**src/rtl/inst_issuer.sv**
```systemverilog
// rtl/inst_issuer.sv - instruction FIFO plus registered issue slot feeding the decode stage
module inst_issuer #(
    parameter int OP_W   = 4,
    parameter int ADR_W  = 5,
    parameter int IMM_W  = 16,
    parameter int DEPTH  = 8,
    parameter int INST_W = OP_W + 3 * ADR_W + IMM_W
) (
    input  logic                       clock,
    input  logic                       reset,
    input  logic                       push_valid,
    output logic                       push_ready,
    input  logic [INST_W-1:0]          push_inst,
    input  logic                       run,
    input  logic                       stalled,
    input  logic                       internal_reset,
    output logic [OP_W-1:0]            opcode,
    output logic [ADR_W-1:0]           src1,
    output logic [ADR_W-1:0]           src2,
    output logic [ADR_W-1:0]           dst,
    output logic [IMM_W-1:0]           imm,
    output logic                       instv,
    output logic [$clog2(DEPTH):0]     fifo_count,
    output logic [15:0]                issued_count
);
    localparam int PW = $clog2(DEPTH);
    localparam int CW = PW + 1;
    localparam logic [CW-1:0] DEPTH_C = CW'(DEPTH);

    logic [INST_W-1:0] mem_q [DEPTH];
    logic [PW-1:0]     wr_ptr_q, wr_ptr_d;
    logic [PW-1:0]     rd_ptr_q, rd_ptr_d;
    logic [CW-1:0]     count_q, count_d;
    logic [INST_W-1:0] slot_q, slot_d;
    logic              instv_q, instv_d;
    logic [15:0]       issued_q, issued_d;
    logic              adv, do_push, do_pop, accept;

    // Full/empty come from the registered count only, so a same-cycle pop never frees a slot for a push.
    assign push_ready = (count_q < DEPTH_C);
    assign adv        = !instv_q || !stalled;
    assign do_push    = push_valid && push_ready && !internal_reset;
    assign do_pop     = adv && run && (count_q != '0) && !internal_reset;
    assign accept     = instv_q && !stalled && !internal_reset;

    always_comb begin
        count_d = count_q;
        case ({do_push, do_pop})
            2'b10:   count_d = count_q + CW'(1);
            2'b01:   count_d = count_q - CW'(1);
            default: count_d = count_q;
        endcase
        wr_ptr_d = do_push ? wr_ptr_q + PW'(1) : wr_ptr_q;
        rd_ptr_d = do_pop  ? rd_ptr_q + PW'(1) : rd_ptr_q;
        slot_d   = do_pop  ? mem_q[rd_ptr_q]   : slot_q;
        instv_d  = adv     ? do_pop            : instv_q;
        issued_d = accept  ? issued_q + 16'd1  : issued_q;
        if (internal_reset) begin
            count_d  = '0;
            wr_ptr_d = '0;
            rd_ptr_d = '0;
            instv_d  = 1'b0;
        end
    end

    always_ff @(posedge clock or posedge reset) begin
        if (reset) begin
            wr_ptr_q <= '0;
            rd_ptr_q <= '0;
            count_q  <= '0;
            slot_q   <= '0;
            instv_q  <= 1'b0;
            issued_q <= '0;
        end else begin
            wr_ptr_q <= wr_ptr_d;
            rd_ptr_q <= rd_ptr_d;
            count_q  <= count_d;
            slot_q   <= slot_d;
            instv_q  <= instv_d;
            issued_q <= issued_d;
        end
    end

    // Storage array needs no reset: occupancy is tracked entirely by count and pointers.
    always_ff @(posedge clock) begin
        if (do_push) mem_q[wr_ptr_q] <= push_inst;
    end

    assign opcode       = slot_q[INST_W-1 -: OP_W];
    assign dst          = slot_q[IMM_W+3*ADR_W-1 -: ADR_W];
    assign src1         = slot_q[IMM_W+2*ADR_W-1 -: ADR_W];
    assign src2         = slot_q[IMM_W+ADR_W-1 -: ADR_W];
    assign imm          = slot_q[IMM_W-1:0];
    assign instv        = instv_q;
    assign fifo_count   = count_q;
    assign issued_count = issued_q;
endmodule

```
**config.mk**
```make
export PLATFORM = sky130hd
export DESIGN_NAME = inst_issuer
export DESIGN_NICKNAME = d
export VERILOG_FILES = /design/src/rtl/inst_issuer.sv
export SDC_FILE = /design/constraint.sdc
export NUM_CORES = 1
export LEC_CHECK = 0
export CORE_UTILIZATION = 45
export CTS_BUF_LIST = sky130_fd_sc_hd__clkbuf_8
export CTS_CLUSTER_SIZE = 40
export DETAILED_ROUTE_END_ITERATION = 12
export MAX_ROUTING_LAYER = met4
export PLACE_DENSITY_LB_ADDON = 0.05
export SLEW_MARGIN = 0
export SYNTH_ARGS = -nofsm -noshare
export SYNTH_HDL_FRONTEND = slang
export SYNTH_SLANG_ARGS = --single-unit
export TNS_END_PERCENT = 1
```
**constraint.sdc**
```tcl
create_clock -name clock -period 8.9 [get_ports clock]
set_input_delay 0.89 -clock clock [delete_from_list [all_inputs] [get_ports clock]]
set_output_delay 0.89 -clock clock [all_outputs]
set_load 0.01 [all_outputs]
```
==> results of run 1 <==
## worst min-delay path by stage
stage,startpoint,end,slack (ns),cells after the start
5_1_grt,issued_count[15]$_DFFE_PP0P_,issued_count[15]$_DFFE_PP0P_,0.50,1
6_report,issued_count[15]$_DFFE_PP0P_,issued_count[15]$_DFFE_PP0P_,0.47,1
2_1_floorplan,issued_count[15]$_DFFE_PP0P_,issued_count[15]$_DFFE_PP0P_,0.51,1
3_3_place_gp,issued_count[15]$_DFFE_PP0P_,issued_count[15]$_DFFE_PP0P_,0.46,1
3_5_place_dp,issued_count[15]$_DFFE_PP0P_,issued_count[15]$_DFFE_PP0P_,0.47,1
4_1_cts,issued_count[15]$_DFFE_PP0P_,issued_count[15]$_DFFE_PP0P_,0.48,1
## cells by family (layout without fill, tap and decap cells)
| group | count (synthesis) | count (layout) |
|---|---|---|
| DFF | 342 | 342 |
| AOI/OAI and AO/OA | 44 | 44 |
| muxes | 108 | 108 |
| and+or+nand+nor | 99 | 99 |
| other | 0 | 2 |
| xor gates and xnor gates | 21 | 21 |
| buffers and inverters | 33 | 211 |
| adders and majority gates | 6 | 6 |
## state kept, by name, summed over array words and instances (netlist names)
signal,count
fifo_count,4
instv,1
issued_count,16
mem_q,280
rd_ptr_q,3
slot_q,35
wr_ptr_q,3
## final cells by class
cell class | count | area share
Clock buffer | 65 | 0.0574
Tap cell | 384 | 0.0308
Multi-Input combinational cell | 278 | 0.195
Inverter | 3 | 0.000802
Sequential cell | 342 | 0.639
Antenna cell | 2 | 0.000321
Clock inverter | 36 | 0.00923
Timing Repair Buffer | 107 | 0.0671
## synth_stat cells, types with 2 or more instances
cell type,n
edfxtp_1,280
nor2_1,16
xor2_1,8
nor3_1,2
a21oi_1,4
nand4_1,3
ha_1,5
o21ai_1,35
mux2i_1,36
dfrtp_1,62
nand2b_1,4
nand2_1,49
inv_1,2
buf_2,19
xnor2_1,12
nor2b_1,3
and3_1,2
mux4_2,70
buf_4,4
nand3_1,8
mux2_4,2
clkbuf_1,6
## through the flow
| stage | area (µm²) | hold WS [ns] | total power, mW | instances |
|---|---|---|---|---|
| global route | 15600 | 0.503 | 4.16 | 1217 |
| detailed placement | 14600 | 0.467 | 2.78 | 1114 |
| global placement | 14600 | 0.464 | 2.76 | 1114 |
| finish | 15600 | 0.472 | 3.96 | 1217 |
| floorplan | 13100 | 0.507 | 2.45 | 653 |
| CTS | 15600 | 0.477 | 4.03 | 1215 |
## report_power, final
group | internal [mW] | total, mW | switching [mW]
logic | 0.389 | 0.710 | 0.321
registers | 1.88 | 2.01 | 0.135
clock network | 0.659 | 1.23 | 0.573
## cell usage in the layout (no fill, tap or decap), drive strengths merged, types with 4 or more instances in the layout
| cell type | count |
|---|---|
| o21ai | 35 |
| ha | 5 |
| buf | 10 |
| mux4 | 70 |
| clkbuf | 65 |
| nand2 | 50 |
| xor2 | 8 |
| inv | 20 |
| nor2 | 16 |
| edfxtp | 280 |
| xnor2 | 13 |
| nand2b | 4 |
| clkdlybuf4s50 | 97 |
| dfrtp | 62 |
| mux2i | 36 |
| a21oi | 4 |
| nand3 | 8 |
| clkinv | 19 |
## worst max-delay path, delay by kind of cell
kind | cells | cell delay, ns
simple gates | 3 | 1.44
compound gates | 4 | 1.00
buf+inv | 1 | 0.48
fa+ha+maj | 1 | 0.30
## metal layers
metal  wire [µm]  vias to the layer above  track usage
li1            -                     2876            -
met1       11200                     3331        0.242
met2       12100                      172        0.284
met3        1370                       46       0.0378
met4         454                        0       0.0532
met5           0                        -            -
==> run summary, run 1 <==
H-tree Lvls - 2
Area Growth Syn to Fin - 19.0%
worst hold-check path type - reg -> reg
routability cong. - 0.748
Global Route Usage Sum - 0.182
clk slew on worst S/H paths - 0.06 ns
die height - 173 µm
Critical Path Start - stalled
Post-Route Utilization - 0.543
hold bufs inserted after CTS - 0
crit path max fanout - 71
die area - 29,800 µm²
post-synth net total - 700
Synth Register Bits - 342
Worst-Skew Late Latency - 0.57 ns
Tcrit/Tclk final - 0.413
simple-gate share of the synthesized area - 0.0382
die width - 173 µm
Post-synth ARST share - 0.181
number of global-route vias before repair - 6,989
PostCTS Resize Cnt - 0
Place WS - 4.61 ns
worst r2r path cells - 8
Setup Fix Bufs, Post-CTS - 0
FF/Latch Area - 9970 µm²
TritonCTS clock tree - yes
crit path capture type - flip-flop
WL final - 25,200 µm
DRT Pass-1 Iters - 4
largest net degree at the start of global routing - 72
Max Cap Viol - 0
Worst Path Required - 9.35 ns
Max stage delay cell, worst path - nand3b_4
top cells by area, synth - edfxtp_1, mux4_2, dfrtp_1
max incr delay on CP - 0.73 ns
Crit Reg-Reg Startpoint - fifo_count[0]$_DFFE_PP0P_
total grt overflow - 0
Synthesis Warnings - 0
Antenna Nets Post-Route - 0
Crit Reg-Reg Endpoint - fifo_count[3]$_DFFE_PP0P_
startpoint class of the critical path - input port
Root Driver - clkbuf_8
Synth Flop Type - edfxtp_1
top cell type's share of synthesized area - 0.642
main combinational cell family by area after synthesis - multiplexers
final hold violations - 0
PwrDens - 254 nW/µm²
Buffers on Ports - 97
FP Rows - 62
Mapped Cells - 653
largest area contributor in the netlist - edfxtp_1
status - finished clean
number of synthesized flops with an enable pin - 280
CP arrival - 4.12 ns
Core ar. - 28,700 µm²
Iteration-0 DRC Markers - 323
RSZ-0062 raised after global routing - false
critical path class - in -> reg
# DRC - 0
Worst Setup EP - fifo_count[3]$_DFFE_PP0P_
sequential area share after synthesis - 0.760
dpl hpwl - 13,000 µm
WL/cell - 20.7 µm
# nets final - 833
Distinct cells, synth - 43
share of layout cells above drive strength 1 - 0.209
clk sinks - 342
Final min period - 3.68 ns
Worst Tran Pin Value - 1.07 ns
initial antenna violation count - 2
post-synthesis mux area share - 0.150
Slew headroom - 0.289
clock skew - 0.0179 ns
Compound-Gate Fraction of Synth Area - 0.0181
Avg Synthesized Cell Area - 20.1 µm²
FILL cells - 2,286
CTS Buf Count - 54
fin. max-slew vios - 0
post-synthesis xor/xnor area fraction - 0.0146
Cell Chain, Critical Path - clkdlybuf4s50_1 > a21boi_2 > nand3b_4 > nor2_1 > ha_1 > a21o_1 > a21oi_1 > a31oi_1 > and3_1
Peak VDD IR - 0.142 mV
via count - 6,425
routed vias/inst - 5.28
Final setup viols - 0
setup ws final - 5.22 ns
# IOs - 98
Cell Area, Synth - 13,100 µm²
post-route setup TNS - 0 ns
Initial Utilization - 0.456
CTS max path bufs - 3
Max Fclk - 0.272 GHz
FF-to-FF setup slack - 5.52 ns
first-pass GRT wire length - 40,000 µm
Post-Synth Adder-Cell Area - 0.00630
Pleak - 5.28 nW
Multi-input gate area - 3040 µm²
Note: power is estimated with default switching activity, not from simulation.
==> inputs of run 2 (changes only) <==
==> constraint.sdc (replaced) <==
create_clock -name clock -period 3.25 [get_ports clock]
set_input_delay 0.325 -clock clock [delete_from_list [all_inputs] [get_ports clock]]
set_output_delay 0.325 -clock clock [all_outputs]
set_load 0.01 [all_outputs]
==> run 2 against run 1 <==
Net effect: clock power grew to 2.9 times the previous value; first-iteration DRC count increased by 29%; non-clock buffer count grew 14; worst hold slack lost 0.42 ns; routed wire length grew 2.7%; core utilization increased by 0.82 points; cell count rose by 1.2%; critical endpoint unchanged; clock skew hardly changed.
==> run summary, run 2 (synthesized netlist as in run 1, its figures left out) <==
initial antenna violation count - 1 (-1)
Power Total - 11.1 mW (+180%)
Antenna Nets Post-Route - 0 (unchanged)
# nets final - 848 (+1.8%)
Switch Pwr - 2.88 mW (+180%)
P_int - 8.23 mW (+180%)
busiest grt layer - met2
share of layout cells above drive strength 1 - 0.226 (+0.0161)
Worst Tran Pin Value - 0.758 ns (-0.309 ns)
via count - 6,510 (+1.3%)
Buffers on Ports - 97 (unchanged)
clk sinks - 342 (unchanged)
FILL cells - 2,311 (+1.1%)
Tcrit/Tclk final - 0.808
Area Growth Syn to Fin - 20.8%
Sw Share - 0.259 (-0.00125)
FF-to-FF setup slack - 0.62 ns (-4.90 ns)
DP Area - 14,700 µm² (+1.0%)
routed vias/inst - 5.28 (about the same)
WL final - 25,800 µm (+2.7%)
Setup Fix Bufs, Post-CTS - 0 (unchanged)
routability cong. - 0.769 (+2.9%)
GR Util met2 - 0.296 (+0.0126)
PostCTS Resize Cnt - 0 (unchanged)
H-tree Lvls - 2 (unchanged)
Iteration-0 DRC Markers - 416 (+29%)
worst hold-check path type - in -> async
CP arrival - 3.08 ns (-1.04 ns)
die width - 173 µm (unchanged)
Cells after DPL - 1,128 (+1.3%)
final hold violations - 0 (unchanged)
DRT Pass-1 Iters - 4 (unchanged)
Hold WS - 0.0490 ns (-0.423 ns)
most common cell after layout, fill and taps aside - edfxtp_1
Post-Layout Cell Count - 1,232 (+1.2%)
dpl hpwl - 15,000 µm (+15%)
Flop pwr share - 0.492 (-0.017)
startpoint class of the critical path - flip-flop
Max Fclk - 0.381 GHz
Final Cell Area - 15,800 µm² (+1.5%)
Final setup viols - 0 (unchanged)
critical path class - reg -> reg
Largest register FFs - 280 (unchanged)
Worst Path Required - 3.70 ns (-5.65 ns)
routing usage on met3 - 0.0369 (-0.000880)
PwrDens - 702 nW/µm² (+180%)
most frequent cells in the layout - edfxtp_1, clkdlybuf4s50_1, clkbuf_8, mux4_2, dfrtp_1
Worst-Skew Late Latency - 0.58 ns (about the same)
grt met1 use - 0.247 (+0.00470)
power share of the combinational group - 0.184 (+0.005)
Global Route Usage Sum - 0.187 (+0.00575)
die height - 173 µm (unchanged)
TritonCTS clock tree - yes
die area - 29,800 µm² (unchanged)
crit path capture type - flip-flop
clock skew - 0.0177 ns (-0.000171 ns)
FF/Latch Area - 9970 µm² (unchanged)
Largest Register - mem_q
Slew headroom - 0.495 (+0.206)
total grt overflow - 0 (unchanged)
Clock Power Share - 0.324 (+0.013)
Initial Utilization - 0.456 (unchanged)
crit path max fanout - 6 (-92%)
number of global-route vias before repair - 7,173 (+2.6%)
hold bufs inserted after CTS - 0 (unchanged)
Core ar. - 28,700 µm² (unchanged)
WL/cell - 21.0 µm (+1.5%)
status - finished clean
RSZ-0062 raised after global routing - false
first-pass GRT wire length - 41,000 µm (+2.6%)
CTS Buf Count - 55 (+1.9%)
Root Driver - clkbuf_8
FP Rows - 62 (unchanged)
Pleak - 5.42 nW (+2.6%)
Max Cap Viol - 0 (unchanged)
Multi-input gate area - 3050 µm² (+0.21%)
# DRC - 0 (unchanged)
CTS max path bufs - 3 (unchanged)
largest net degree at the start of global routing - 71 (-1.4%)
Peak VDD IR - 0.442 mV (+210%)
# IOs - 98 (unchanged)
clk slew on worst S/H paths - 0.06 ns (about the same)
Final min period - 2.63 ns
fin. max-slew vios - 0 (unchanged)
## run 2: cell count changes in the layout (fill, tap and decap cells not counted), sizes merged
cell    delta
clkinv    -13
inv        +7
buf       +14
diode      -1
clkbuf     +8
## run 2: metrics by stage
| step | setup WS, ns | TNS [ns] | util |
|---|---|---|---|
| final | 0.623 | 0 | 0.552 |
| after global routing | 0.542 | 0 | 0.552 |
| after CTS | 0.645 | 0 | 0.551 |
| after detailed placement | 0.479 | 0 | 0.512 |
| after global placement | 0.609 | 0 | 0.512 |
| after floorplan | -0.551 | -19.28 | - |
## run 2: area by class of cell
type                            count  share of cell area
Antenna cell                        1            0.000158
Clock buffer                       73              0.0635
Clock inverter                     30             0.00767
Inverter                            3            0.000790
Multi-Input combinational cell    278               0.193
Sequential cell                   342               0.630
Tap cell                          384              0.0304
Timing Repair Buffer              121              0.0751
## run 2: path summary, 6_finish.rpt
kind	from	endpoint	cells after the start
worst max-delay path	fifo_count[0]$_DFFE_PP0P_	fifo_count[3]$_DFFE_PP0P_	8
worst min-delay path	reset	issued_count[15]$_DFFE_PP0P_	2
worst max register to register	fifo_count[0]$_DFFE_PP0P_	fifo_count[3]$_DFFE_PP0P_	8
worst min register to register	slot_q[22]$_DFFE_PP0P_	slot_q[22]$_DFFE_PP0P_	2
max in group asynchronous	reset	slot_q[32]$_DFFE_PP0P_	3
min in group clock	stalled	instv$_DFFE_PP0P_	3
## run 2: layer usage
| layer | up-vias | wire [µm] |
|---|---|---|
| li1 | 2897 | - |
| met1 | 3395 | 11500 |
| met2 | 169 | 12600 |
| met3 | 49 | 1260 |
| met4 | 0 | 530 |
| met5 | - | 0 |
## run 2: worst max-delay path, stage by stage (launching register included)
cell,delay [ns]
dfrtp_1,0.44
or4_1,0.75
nand3b_4,0.15
nor2_1,0.09
ha_1,0.31
a21o_1,0.18
a21oi_1,0.26
o2111ai_1,0.14
and3_1,0.17
## run 2: power by group through the flow
stage          clock (mW)  sequential (mW)  combinational (mW)
2_1_floorplan           0             5.53                1.17
3_3_place_gp            0             5.54                2.05
3_5_place_dp            0             5.56                2.07
4_1_cts              3.73             5.48                2.08
5_1_grt              3.91             5.53                2.23
6_report             3.60             5.47                2.04
==> inputs of run 3 (changes only) <==
==> constraint.sdc (replaced) <==
create_clock -name clock -period 2.3 [get_ports clock]
set_input_delay 0.23 -clock clock [delete_from_list [all_inputs] [get_ports clock]]
set_output_delay 0.23 -clock clock [all_outputs]
set_load 0.01 [all_outputs]
==> run 3 against run 2 <==
Net effect: first-iteration DRC count decreased by 2.9%; register-to-register slack got worse by 0.52 ns; via count decreased by 0.25%; routed wire length increased by 0.60%; critical path depth unchanged; non-clock buffer count increased by 14; largest cell class unchanged.
==> run summary, run 3 (synthesized netlist as in run 1, its figures left out) <==
status - finished clean
Largest Register - mem_q
crit path max fanout - 3 (-3)
largest net degree at the start of global routing - 71 (unchanged)
CP bufs+invs - 0 (unchanged)
critical path class - reg -> reg
# nets final - 861 (+1.5%)
via count - 6,494 (-0.25%)
Tcrit/Tclk final - 0.954 (+0.145)
# IOs - 98 (unchanged)
number of global-route vias before repair - 7,189 (+0.22%)
WL/cell - 20.9 µm (-0.45%)
FILL cells - 2,224 (-3.8%)
final hold violations - 0 (unchanged)
Worst Path Required - 2.75 ns (-0.95 ns)
Slew headroom - 0.477 (-0.0184)
Core ar. - 28,700 µm² (unchanged)
clk sinks - 342 (unchanged)
Max Cap Viol - 0 (unchanged)
Antenna Nets Post-Route - 0 (unchanged)
Area Growth Syn to Fin - 22.7%
Largest register FFs - 280 (unchanged)
crit path capture type - flip-flop
max incr delay on CP - 0.56 ns (-0.19 ns)
Root Driver - clkbuf_8
PwrDens - 970 nW/µm² (+38%)
Worst-Skew Late Latency - 0.57 ns (about the same)
initial antenna violation count - 1 (unchanged)
most frequent cells in the layout - edfxtp_1, clkdlybuf4s50_1, mux4_2, clkbuf_8, dfrtp_1
Max stage delay cell, worst path - or4_4
startpoint class of the critical path - flip-flop
most common cell after layout, fill and taps aside - edfxtp_1
fin. max-slew vios - 0 (unchanged)
Post-Route Utilization - 0.560 (+0.00850)
setup ws final - 0.106 ns (-0.517 ns)
Max Fclk - 0.456 GHz (+20%)
dpl hpwl - 15,600 µm (+3.9%)
Iteration-0 DRC Markers - 404 (-2.9%)
Final min period - 2.19 ns (-0.433 ns)
Pleak - 5.48 nW (+1.1%)
CP top delay family - simple AND/OR/NAND/NOR gates
Global Route Usage Sum - 0.190 (+0.00271)
Final setup viols - 0 (unchanged)
routed vias/inst - 5.22 (-1.3%)
CTS max path bufs - 3 (unchanged)
DRT Pass-1 Iters - 4 (unchanged)
Final Cell Area - 16,100 µm² (+1.5%)
Place WS - 0.00108 ns (-0.478 ns)
CTS Buf Count - 54 (-1.8%)
die area - 29,800 µm² (unchanged)
clk slew on worst S/H paths - 0.07 ns (about the same)
first-pass GRT wire length - 41,700 µm (+1.7%)
TritonCTS clock tree - yes
total grt overflow - 0 (unchanged)
worst hold-check path type - in -> reg
# DRC - 0 (unchanged)
Cell Chain, Critical Path - or4_4 > nand3b_4 > nor2_2 > ha_1 > a21o_1 > a21oi_2 > a31oi_1 > and3_1
Buffers on Ports - 97 (unchanged)
share of layout cells above drive strength 1 - 0.236 (+0.0105)
H-tree Lvls - 2 (unchanged)
Initial Utilization - 0.456 (unchanged)
CP arrival - 2.65 ns (-0.43 ns)
DP Area - 15,000 µm² (+2.1%)
Worst Tran Pin Value - 0.785 ns (+0.0276 ns)
Setup Fix Bufs, Post-CTS - 0 (unchanged)
die height - 173 µm (unchanged)
WL final - 26,000 µm (+0.60%)
die width - 173 µm (unchanged)
routability cong. - 0.759 (-1.4%)
RSZ-0062 raised after global routing - false
Peak VDD IR - 0.507 mV (+15%)
FP Rows - 62 (unchanged)
clock skew - 0.0219 ns (+0.00418 ns)
[run 3: cell types whose count changed in the layout (fill, tap and decap cells not counted), moves of 2 or more]
cell / previous run / this run
buf_4: 21 / 18
clkbuf_8: 73 / 61
clkinvlp_4: 0 / 2
clkinv_2: 2 / 5
clkinv_1: 4 / 10
buf_12: 3 / 19
[run 3: layout make-up]
type / count / area (µm²) / share of cell area
Tap cell: 384 / 480 / 0.0299
Antenna cell: 1 / 2.50 / 0.000156
Sequential cell: 342 / 9970 / 0.620
Inverter: 3 / 12.5 / 0.000778
Clock buffer: 61 / 840 / 0.0522
Multi-Input combinational cell: 278 / 3070 / 0.191
Clock inverter: 41 / 200 / 0.0125
Timing Repair Buffer: 135 / 1500 / 0.0931
[run 3: where the power goes]
part | internal [mW] | switching, mW
Sequential | 7.27 | 0.379
Combinational | 1.68 | 1.44
Clock | 2.54 | 2.28
Total | 11.5 | 4.10
[run 3: through the flow]
step                      TNS, ns  power [mW]  instances  hold WS [ns]
after global routing            0        16.4       1245         0.364
final                           0        15.6       1245         0.395
after CTS                       0        15.8       1244         0.353
after floorplan            -19.53        9.50        653         0.329
after global placement          0        10.9       1141         0.467
after detailed placement        0        11.0       1141         0.475
[run 3: final timing paths]
| check | to | depth (start not counted) | slack, ns | startpoint |
|---|---|---|---|---|
| setup / recovery | fifo_count[3]$_DFFE_PP0P_ | 8 | 0.11 | fifo_count[0]$_DFFE_PP0P_ |
| hold / removal | mem_q[4][1]$_DFFE_PP_ | 1 | 0.39 | push_inst[1] |
| setup reg to reg | fifo_count[3]$_DFFE_PP0P_ | 8 | 0.11 | fifo_count[0]$_DFFE_PP0P_ |
| hold reg to reg | slot_q[28]$_DFFE_PP0P_ | 2 | 0.48 | slot_q[28]$_DFFE_PP0P_ |
| max in group asynchronous | slot_q[30]$_DFFE_PP0P_ | 4 | 1.16 | reset |
| min in group asynchronous | slot_q[19]$_DFFE_PP0P_ | 3 | 0.53 | reset |
[run 3: routing by layer]
layer  vias up  track usage  share of wire
met4         0       0.0432          0.014
met3        36       0.0372          0.040
met1      3391        0.248           0.44
met5         -            -              0
li1       2930            -              -
met2       137        0.310           0.50
[run 3: what timing repair did]
item                                    4_1_cts  5_1_grt
hold buffers                                  1        0
endpoints found under the setup margin        0        1
gates resized for setup                       0        2
hold endpoints to repair                     17        0
[run 3: worst reg2reg max path, delay by kind of cell (launching register included)]
| kind | cells | cell delay [ns] |
|---|---|---|
| adders and majority gates | 1 | 0.30 |
| AOI/OAI and AO/OA | 3 | 0.45 |
| DFF | 1 | 0.40 |
| and+or+nand+nor | 4 | 0.92 |
